$ cat src/rtl/zxmmc_spi_master_if.sv
// CPU-side port bundle for zxmmc_spi_master.
// The port decoder drives the strobes and write data through the master modport.
// The SPI engine returns read data and status through the slave modport.
interface zxmmc_spi_master_if #(
  parameter int unsigned NUM_CARDS = 2
);
  logic                 cs_wr;
  logic [NUM_CARDS-1:0] cs_din;
  logic                 tx_wr;
  logic [7:0]           tx_din;
  logic                 rx_rd;
  logic [7:0]           rx_data;
  logic                 busy;
  logic                 overrun;

  modport master (
    output cs_wr, cs_din, tx_wr, tx_din, rx_rd,
    input  rx_data, busy, overrun
  );

  modport slave (
    input  cs_wr, cs_din, tx_wr, tx_din, rx_rd,
    output rx_data, busy, overrun
  );
endinterface

$ cat src/rtl/zxmmc_spi_master.sv
// SD/MMC SPI master (mode 0, MSB first).
// Includes a one-deep holding buffer so that back-to-back port accesses chain
// without an idle gap.
// Optional macro ZXMMC_SPI_DIVREG_EN adds a runtime half-period divider register.
// Writes to that register while busy are deferred until the block next goes idle.
module zxmmc_spi_master #(
  parameter int unsigned NUM_CARDS = 2,
  parameter int unsigned DIV_WIDTH = 4,
  parameter int unsigned CLK_DIV   = 0
) (
  input  logic                 clock,
  input  logic                 reset,
  zxmmc_spi_master_if.slave    bus,
`ifdef ZXMMC_SPI_DIVREG_EN
  input  logic                 div_wr,
  input  logic [DIV_WIDTH-1:0] div_din,
`endif
  output logic [NUM_CARDS-1:0] card,
  output logic                 spi_clock,
  output logic                 spi_dataout,
  input  logic                 spi_datain
);

  localparam int unsigned EDGE_W    = 5;
  localparam int unsigned LAST_EDGE = 16;

  typedef enum logic {IDLE, SHIFT} state_e;

  state_e                state_q, state_d;
  logic [DIV_WIDTH-1:0]  div_cnt_q, div_cnt_d;
  logic [EDGE_W-1:0]     edge_cnt_q, edge_cnt_d;
  logic [7:0]            tx_sh_q, tx_sh_d;
  logic [7:0]            rx_sh_q, rx_sh_d;
  logic                  sclk_q, sclk_d;
  logic                  mosi_q, mosi_d;
  logic [7:0]            rx_data_q, rx_data_d;
  logic                  busy_q, busy_d;
  logic                  overrun_q, overrun_d;
  logic [NUM_CARDS-1:0]  card_q, card_d;
  logic                  hold_full_q, hold_full_d;
  logic [7:0]            hold_byte_q, hold_byte_d;

  logic                  start_c;
  logic [7:0]            start_byte_c;
  logic [EDGE_W-1:0]     edge_next_c;
  logic [DIV_WIDTH-1:0]  lim_c;
  logic                  tick_c;
  logic                  done_c;
  logic                  drain_c;
  logic                  direct_c;
  logic                  idle_c;
  logic                  load_c;
  logic [7:0]            load_byte_c;
  logic                  drop_c;

`ifdef ZXMMC_SPI_DIVREG_EN
  logic [DIV_WIDTH-1:0]  div_lim_q, div_lim_d;
  logic                  div_pend_q, div_pend_d;
  logic [DIV_WIDTH-1:0]  div_pend_val_q, div_pend_val_d;

  assign lim_c = div_lim_q;

  // Divider register: immediate load when idle, deferred to the next idle entry otherwise
  always_comb begin
    div_lim_d      = div_lim_q;
    div_pend_d     = div_pend_q;
    div_pend_val_d = div_pend_val_q;
    if (state_q == IDLE) begin
      if (div_wr) begin
        div_lim_d = div_din;
      end
    end else if (idle_c) begin
      div_pend_d = 1'b0;
      if (div_wr) begin
        div_lim_d = div_din;
      end else if (div_pend_q) begin
        div_lim_d = div_pend_val_q;
      end
    end else if (div_wr) begin
      div_pend_d     = 1'b1;
      div_pend_val_d = div_din;
    end
  end

  // Divider register state
  always_ff @(posedge clock or posedge reset) begin
    if (reset) begin
      div_lim_q      <= DIV_WIDTH'(CLK_DIV);
      div_pend_q     <= 1'b0;
      div_pend_val_q <= '0;
    end else begin
      div_lim_q      <= div_lim_d;
      div_pend_q     <= div_pend_d;
      div_pend_val_q <= div_pend_val_d;
    end
  end
`else
  assign lim_c = DIV_WIDTH'(CLK_DIV);
`endif

  // Start-request decode and SPI timing events
  always_comb begin
    start_c      = bus.tx_wr | bus.rx_rd;
    start_byte_c = bus.tx_wr ? bus.tx_din : 8'hFF;
    edge_next_c  = edge_cnt_q + EDGE_W'(1);
    tick_c       = (state_q == SHIFT) && (div_cnt_q == lim_c);
    done_c       = tick_c && (edge_next_c == EDGE_W'(LAST_EDGE));
    drain_c      = done_c && hold_full_q;
    direct_c     = done_c && !hold_full_q && start_c;
    idle_c       = done_c && !hold_full_q && !start_c;
  end

  // Next-state logic: shifting, end-of-byte chaining, holding buffer, chip selects
  always_comb begin
    state_d     = state_q;
    div_cnt_d   = div_cnt_q;
    edge_cnt_d  = edge_cnt_q;
    tx_sh_d     = tx_sh_q;
    rx_sh_d     = rx_sh_q;
    sclk_d      = sclk_q;
    mosi_d      = mosi_q;
    rx_data_d   = rx_data_q;
    busy_d      = busy_q;
    overrun_d   = overrun_q;
    card_d      = card_q;
    hold_full_d = hold_full_q;
    hold_byte_d = hold_byte_q;
    load_c      = 1'b0;
    load_byte_c = start_byte_c;
    drop_c      = 1'b0;

    unique case (state_q)
      IDLE: begin
        if (start_c) begin
          load_c = 1'b1;
        end
      end
      SHIFT: begin
        if (tick_c) begin
          sclk_d     = ~sclk_q;
          div_cnt_d  = '0;
          edge_cnt_d = edge_next_c;
          if (edge_next_c[0]) begin
            rx_sh_d = {rx_sh_q[6:0], spi_datain};
          end else if (!done_c) begin
            tx_sh_d = {tx_sh_q[6:0], 1'b0};
            mosi_d  = tx_sh_q[6];
          end
          if (done_c) begin
            rx_data_d  = rx_sh_q;
            edge_cnt_d = '0;
            if (hold_full_q) begin
              load_c      = 1'b1;
              load_byte_c = hold_byte_q;
              hold_full_d = 1'b0;
            end else if (start_c) begin
              load_c = 1'b1;
            end else begin
              state_d = IDLE;
              busy_d  = 1'b0;
              mosi_d  = 1'b1;
            end
          end
        end else begin
          div_cnt_d = div_cnt_q + DIV_WIDTH'(1);
        end
        // A request arriving mid-byte is parked in the holding buffer if there is room
        if (start_c && !direct_c) begin
          if (!hold_full_q || drain_c) begin
            hold_byte_d = start_byte_c;
            hold_full_d = 1'b1;
          end else begin
            drop_c = 1'b1;
          end
        end
      end
      default: begin
        state_d = IDLE;
      end
    endcase

    if (load_c) begin
      state_d    = SHIFT;
      busy_d     = 1'b1;
      tx_sh_d    = load_byte_c;
      mosi_d     = load_byte_c[7];
      rx_sh_d    = '0;
      div_cnt_d  = '0;
      edge_cnt_d = '0;
    end

    if (bus.cs_wr) begin
      card_d    = bus.cs_din;
      overrun_d = 1'b0;
    end
    if (drop_c) begin
      overrun_d = 1'b1;
    end
  end

  // State and datapath registers
  always_ff @(posedge clock or posedge reset) begin
    if (reset) begin
      state_q     <= IDLE;
      div_cnt_q   <= '0;
      edge_cnt_q  <= '0;
      tx_sh_q     <= '0;
      rx_sh_q     <= '0;
      sclk_q      <= 1'b0;
      mosi_q      <= 1'b1;
      rx_data_q   <= 8'hFF;
      busy_q      <= 1'b0;
      overrun_q   <= 1'b0;
      card_q      <= '1;
      hold_full_q <= 1'b0;
      hold_byte_q <= '0;
    end else begin
      state_q     <= state_d;
      div_cnt_q   <= div_cnt_d;
      edge_cnt_q  <= edge_cnt_d;
      tx_sh_q     <= tx_sh_d;
      rx_sh_q     <= rx_sh_d;
      sclk_q      <= sclk_d;
      mosi_q      <= mosi_d;
      rx_data_q   <= rx_data_d;
      busy_q      <= busy_d;
      overrun_q   <= overrun_d;
      card_q      <= card_d;
      hold_full_q <= hold_full_d;
      hold_byte_q <= hold_byte_d;
    end
  end

  assign bus.rx_data = rx_data_q;
  assign bus.busy    = busy_q;
  assign bus.overrun = overrun_q;
  assign card        = card_q;
  assign spi_clock   = sclk_q;
  assign spi_dataout = mosi_q;

endmodule
$ cat src/flat_wrapper.sv
// flat-port wrapper written by rule: the top's interface ports become plain ports
module zxmmc_spi_master_flat 
#(
  parameter int unsigned NUM_CARDS = 2,
  parameter int unsigned DIV_WIDTH = 4,
  parameter int unsigned CLK_DIV   = 0
)
  (clock, reset, card, spi_clock, spi_dataout, spi_datain, bus_cs_wr, bus_cs_din, bus_tx_wr, bus_tx_din, bus_rx_rd, bus_rx_data, bus_busy, bus_overrun);
  zxmmc_spi_master_if #(.NUM_CARDS(NUM_CARDS)) bus_i ();
  input  logic clock;
  input  logic reset;
  output logic [NUM_CARDS-1:0] card;
  output logic spi_clock;
  output logic spi_dataout;
  input  logic spi_datain;
  input wire logic [$bits(bus_i.cs_wr)-1:0] bus_cs_wr;
  input wire logic [$bits(bus_i.cs_din)-1:0] bus_cs_din;
  input wire logic [$bits(bus_i.tx_wr)-1:0] bus_tx_wr;
  input wire logic [$bits(bus_i.tx_din)-1:0] bus_tx_din;
  input wire logic [$bits(bus_i.rx_rd)-1:0] bus_rx_rd;
  output wire logic [$bits(bus_i.rx_data)-1:0] bus_rx_data;
  output wire logic [$bits(bus_i.busy)-1:0] bus_busy;
  output wire logic [$bits(bus_i.overrun)-1:0] bus_overrun;
  assign bus_i.cs_wr = bus_cs_wr;
  assign bus_i.cs_din = bus_cs_din;
  assign bus_i.tx_wr = bus_tx_wr;
  assign bus_i.tx_din = bus_tx_din;
  assign bus_i.rx_rd = bus_rx_rd;
  assign bus_rx_data = bus_i.rx_data;
  assign bus_busy = bus_i.busy;
  assign bus_overrun = bus_i.overrun;
  zxmmc_spi_master #(.NUM_CARDS(NUM_CARDS), .DIV_WIDTH(DIV_WIDTH), .CLK_DIV(CLK_DIV)) u_core (.clock(clock), .reset(reset), .bus(bus_i), .card(card), .spi_clock(spi_clock), .spi_dataout(spi_dataout), .spi_datain(spi_datain));
endmodule
$ cat config.mk
export PLATFORM = sky130hd
export DESIGN_NAME = zxmmc_spi_master_flat
export DESIGN_NICKNAME = d
export VERILOG_FILES = /design/src/rtl/zxmmc_spi_master_if.sv /design/src/rtl/zxmmc_spi_master.sv /design/src/flat_wrapper.sv
export SDC_FILE = /design/constraint.sdc
export NUM_CORES = 1
export LEC_CHECK = 0
export BUFFER_PORTS_ARGS = -buffer_cell sky130_fd_sc_hd__buf_2
export CAP_MARGIN = 30
export CORE_MARGIN = 2
export CORE_UTILIZATION = 60
export DETAILED_ROUTE_END_ITERATION = 10
export PLACE_DENSITY = 0.79
export SYNTH_ARGS = -nofsm -noshare
export SYNTH_HDL_FRONTEND = slang
export SYNTH_SLANG_ARGS = --single-unit
$ cat constraint.sdc
create_clock -name clock -period 4.6 [get_ports clock]
set_input_delay 0.92 -clock clock [delete_from_list [all_inputs] [get_ports clock]]
set_output_delay 0.92 -clock clock [all_outputs]
set_load 0.05 [all_outputs]
Word-level counts from Yosys, hierarchy flattened --
Cells that the tools add are included.
Word-level totals: register bits 48
Operators by class: bitwise gates (word level) 3, reductions and logical operators 22, muxes and demuxes 53, equal/unequal tests 5, $add $sub $neg 2
Operators with widths (number):
- 8-bit two-way mux | 9
- 7-bit two-way mux | 5
- 1-bit two-way mux | 31
- 5-bit two-way mux | 4
- 4-bit two-way mux | 3
- 2-bit nonzero test | 5
- 3-bit AND reduction | 3
- 2-bit != test (second input constant) | 4
- 1-bit logical AND | 6
- 5-bit by 1-bit adder with 5-bit output (second input constant) | 1
- 5-bit == test (second input constant) | 1
- 5-bit AND reduction | 1
- 4-bit by 1-bit adder with 4-bit output (second input constant) | 1
- 4-bit logical NOT | 1
- 2-bit AND reduction | 2
- 4-bit AND reduction | 1
- 1-bit logical NOT | 2
- 1-bit inverter | 2
- 1-bit one-hot mux with 2 select lines | 1
- 1-bit logical OR | 1
- 1-bit bitwise OR | 1

Depth between registers and ports, before layout --
depth in word-level cells 11, mapped depth 9, mapped depth without buffers 7

Worst setup path after synthesis --
OpenSTA, ideal clock, no wires.
kind register to register, from register u_core.edge_cnt_q[0], to register u_core.hold_byte_q[0], slack 2442 ps, arrival time 2033 ps, required time 4475 ps, buffers on the path 1, cell stages (with the launch flop) 8, cells stage by stage dfrtp_1 > ha_1 > xnor2_1 > and4_1 > buf_4 > nand2_2 > a21oi_4 > mux2_2
Between the ends: cells in the longest elaborated chain, start to end 8, elaborated cells between the ends (all ways) 10, those cells by class 1 x add/sub; 1 x eq/ne; 8 x reduce/logical
Ends and longest elaborated chain:
- from (decl) | RTL line zxmmc_spi_master.sv:31 | logic [EDGE_W-1:0] edge_cnt_q, edge_cnt_d;
- from (signal assigned) | RTL line zxmmc_spi_master.sv:220 | edge_cnt_q <= edge_cnt_d;
- 5-bit by 1-bit adder with 5-bit output * | RTL line zxmmc_spi_master.sv:105 | edge_next_c = edge_cnt_q + EDGE_W'(1);
- 5-bit == test * | RTL line zxmmc_spi_master.sv:107 | done_c = tick_c && (edge_next_c == EDGE_W'(LAST_EDGE));
- 1-bit logical AND * | RTL line zxmmc_spi_master.sv:107
- 1-bit logical AND (2 in series) | RTL line zxmmc_spi_master.sv:109 | direct_c = done_c && !hold_full_q && start_c;
- 1-bit logical NOT | RTL line zxmmc_spi_master.sv:168 | if (start_c && !direct_c) begin
- 1-bit logical AND | RTL line zxmmc_spi_master.sv:168
- 3-bit AND reduction (no line) *
- to (signal assigned) | RTL line zxmmc_spi_master.sv:230 | hold_byte_q <= hold_byte_d;
- to (decl) | RTL line zxmmc_spi_master.sv:41 | logic [7:0] hold_byte_q, hold_byte_d;
Every way passes the cells marked *; elsewhere a longest branch is shown, timed or not. A chain may end at the register's enable or synchronous reset.

Worst setup path in the final report --
from register u_core.edge_cnt_q[0], to register u_core.overrun_q (netlist: u_core.bus.overrun)
Between the ends: cells in the longest elaborated chain, start to end 10, elaborated cells between the ends (all ways) 14, those cells by class 1 x add/sub; 1 x eq/ne; 4 x mux; 8 x reduce/logical
Ends and longest elaborated chain:
- 5-bit by 1-bit adder with 5-bit output * | RTL line zxmmc_spi_master.sv:105
- 5-bit == test * | RTL line zxmmc_spi_master.sv:107
- 1-bit logical AND * | RTL line zxmmc_spi_master.sv:107
- 1-bit logical AND (2 in series) | RTL line zxmmc_spi_master.sv:109
- 1-bit logical NOT | RTL line zxmmc_spi_master.sv:168
- 1-bit logical AND | RTL line zxmmc_spi_master.sv:168
- 1-bit two-way mux * | RTL line zxmmc_spi_master.sv:168
- 1-bit two-way mux * | RTL line zxmmc_spi_master.sv:132 | unique case (state_q)
- 1-bit two-way mux / 2-bit nonzero test (equally long branches)
- to (signal assigned) | RTL line zxmmc_spi_master.sv:227 | overrun_q <= overrun_d;
- to (decl) | RTL line zxmmc_spi_master.sv:38 | logic overrun_q, overrun_d;
Marks and branches as above.

==> impl_results.md <==
* Top post-synthesis cells by count: 38 x nand2_1, 37 x dfrtp_1, 22 x a21oi_1, 18 x o21ai_0
* Yosys top cell area share at 37.8%
* Initial antenna violation count at 0
* # DRC at 0
* Arr. time, crit path at 3.21 ns
* RR Startpoint: u_core.edge_cnt_q[0]
* Maximum clock insertion buffer count at 2
* Placed cells at 312
* Iter 0 DRT Violations at 121
* Simple-Gate Fraction of Synth Area at 16.9%
* Slowest cell on crit path: o2bb2ai_1
* CP endpoint kind: flop
* EDFF count, synth at 0
* Final net count at 289
* Syn Inst Count at 243
* Initial Util at 61.6%
* H-tree depth at 2
* TritonCTS clock tree: built
* # setup viols final at 0
* Final Cell Area at 2720 sq um
* Detailed Place HPWL at 3360 um
* Final slew viol count at 0
* Die footprint at 4610 sq um
* Crit-path max cell delay at 0.75 ns
* Global route overflow at 0
* Row Count at 23
* Tightest Hold Check Type: flop to flop
* DIE WIDTH at 67.9 um
* Mean Syn Cell Area at 10.1 sq um
* Main combinational cell family by area after synthesis: compound AO/OA/AOI/OAI gates
* Core Region at 3970 sq um
* Number of global-route vias before repair at 1756
* Crit path buf inv count at 0
* CP startpoint: u_core.edge_cnt_q[0]
* Synth Register Bits at 48
* Total Neg Setup Slack at 0 ns
* Primary FF master, synth: dfrtp_1
* Hold_buf cts at 0
* Actual slew at the worst max-slew pin at 0.914 ns
* Post-synth ARST share at 100%
* Routed vias/inst at 5.93
* DRT antenna net count at 0
* Die height at 67.9 um
* Leading area contributor after synthesis: dfrtp_1
* Crit path launch type: flop
* Fin crit share at 65.5%
* Status: complete, no violations
* Layout cells sized above 1 at 25.9%
* DRT Pass-1 Iters at 4
* Xor-xnor portion of the synthesized cell area at 1.43%
* Clock sink count at 48
* Mapped Nets at 263
* Period minus WS final at 3.02 ns
* Critical Path RT at 4.79 ns
* # Post-CTS Setup Buffers at 0
* Unrepaired setup endpoints after global routing: no
* Netlist cell types at 48
* Routability cong. at 0.788
* Critical path class: flop to flop
* Peak VDD IR at 0.324 mV
* Later-pin clock latency in the skew report at 0.30 ns
* Fmax at 332 MHz
* Mux cell area share after synthesis at 8.18%
* I/O Pins at 30
* Total Wirelength at 4850 um
* CTS Root Cell: clkbuf_8
* Layout area overhead at 11.1%
* Largest cells by area after synthesis: dfrtp_1 38%, dfstp_2 12%, nand2_1 5.8%
* Max-Cap Viols at 0
* Most common cell in the synthesized netlist: nand2_1
* Post_cts resized at 0
* Syn. warnings at 0
* Mapped Area at 2450 sq um
* IO Port Bufs at 29
* Clock skew at 0.00647 ns
* Pin count of the biggest net entering global routing at 27
* Via count at 1898
* Cell family contributing the most delay on the critical path: compound AO/OA/AOI/OAI gates
* Gr usage total at 23.2%
* Clock transition at path regs at 0.09 ns
* Area share of fa/ha/maj cells after synthesis at 2.04%
* Placed cell areas at 2620 sq um
* Num CTS Buffers at 5
* Compound-cell area share of the yosys netlist at 18.4%
* Hold_sp: u_core.bus.rx_data[2]
* Critical path, cell by cell: ha_1 > xnor2_1 > o2bb2ai_1 > nand3_1 > a32o_1
* Pwr dens at 535 nW/um^2
* Sequential share of the synthesized area at 49.6%
* Wire per inst at 15.2 um
* Final Instance Count excl. Fillers at 320
* Crit Path Max Fanout at 17
* Global-route wire length before repair at 8000 um
* Leakage at 1.15 nW
* ANT cells at 0
* Final Hold Fails at 0
* Rel. slew slack at 39.1%
==> placed cells by master (no fill, tap or decap), types with 7 or more instances in the layout <==
cell type,n
a21oi_1,22
mux2_2,10
nor3_1,11
dfrtp_1,37
dfstp_2,11
o21ai_0,18
nand2b_1,8
nand2_1,38
buf_2,29
o31ai_1,7
==> worst min-delay path, cell delays in order, from the launching register on <==
cell     delay [ns]
dfstp_2        0.38
nand2_1        0.05
nand2_1        0.05
==> final timing paths <==
path | end | slack, ns | depth (start not counted)
setup / recovery | u_core.bus.overrun | 1.58 | 5
hold / removal | u_core.bus.rx_data[2] | 0.46 | 2
max in group asynchronous | u_core.spi_dataout | 3.38 | 3
hold reg to reg | u_core.bus.rx_data[2] | 0.46 | 2
setup reg to reg | u_core.bus.overrun | 1.58 | 5
min in group asynchronous | u_core.edge_cnt_q[1] | 0.63 | 2
==> sequential cells by signal, summed over array words and instances, names as in the netlist <==
name	count
u_core.rx_sh_q	8
u_core.tx_sh_q	7
u_core.state_q	1
u_core.edge_cnt_q	5
u_core.card	2
u_core.bus.busy	1
u_core.bus.overrun	1
u_core.hold_byte_q	8
u_core.spi_clock	1
u_core.spi_dataout	1
u_core.div_cnt_q	4
u_core.bus.rx_data	8
u_core.hold_full_q	1
==> routing by layer <==
| layer | vias to the layer above | track usage [%] | wire length, um |
|---|---|---|---|
| met5 | - | 0 | 0 |
| met4 | 0 | 10.3 | 42 |
| met3 | 4 | 4.44 | 227 |
| met2 | 53 | 37.4 | 2360 |
| met1 | 919 | 30.7 | 2220 |
| li1 | 922 | - | - |
==> through the flow <==
stage / hold WS [ns] / worst slack (ns) / util (%) / total power [mW]
2_1_floorplan: 0.433 / 2.44 / - / 1.09
3_3_place_gp: 0.443 / 1.71 / 65.3 / 1.17
3_5_place_dp: 0.450 / 1.61 / 66.0 / 1.20
4_1_cts: 0.464 / 1.59 / 68.5 / 1.46
5_1_grt: 0.487 / 1.34 / 68.5 / 1.55
6_report: 0.464 / 1.58 / 68.5 / 1.45
==> where the power goes <==
group	internal [mW]	leakage [nW]	total (mW)	switching, mW
Sequential	0.574	0.557	0.694	0.120
Combinational	0.200	0.549	0.497	0.296
Clock	0.122	0.0434	0.264	0.142
Total	0.896	1.15	1.45	0.558
==> cells by family after synthesis <==
kind of cell	Yosys count
AO/OA/AOI/OAI	69
flip-flops	48
AND/OR/NAND/NOR	83
XOR/XNOR	4
adder cells (fa/ha/maj)	4
buffers and inverters	17
multiplexers	18
==> area by class of cell <==
class / count / area [sq um]
flip-flops and latches: 48 / 1210
fillers: 333 / 1250
well taps: 50 / 62.6
inverters: 4 / 15.0
multi-input cells: 178 / 1150
clock buffers: 6 / 82.6
repair buffers: 32 / 180
clock inverters: 2 / 15.0
(Power assumes the default switching activity.)
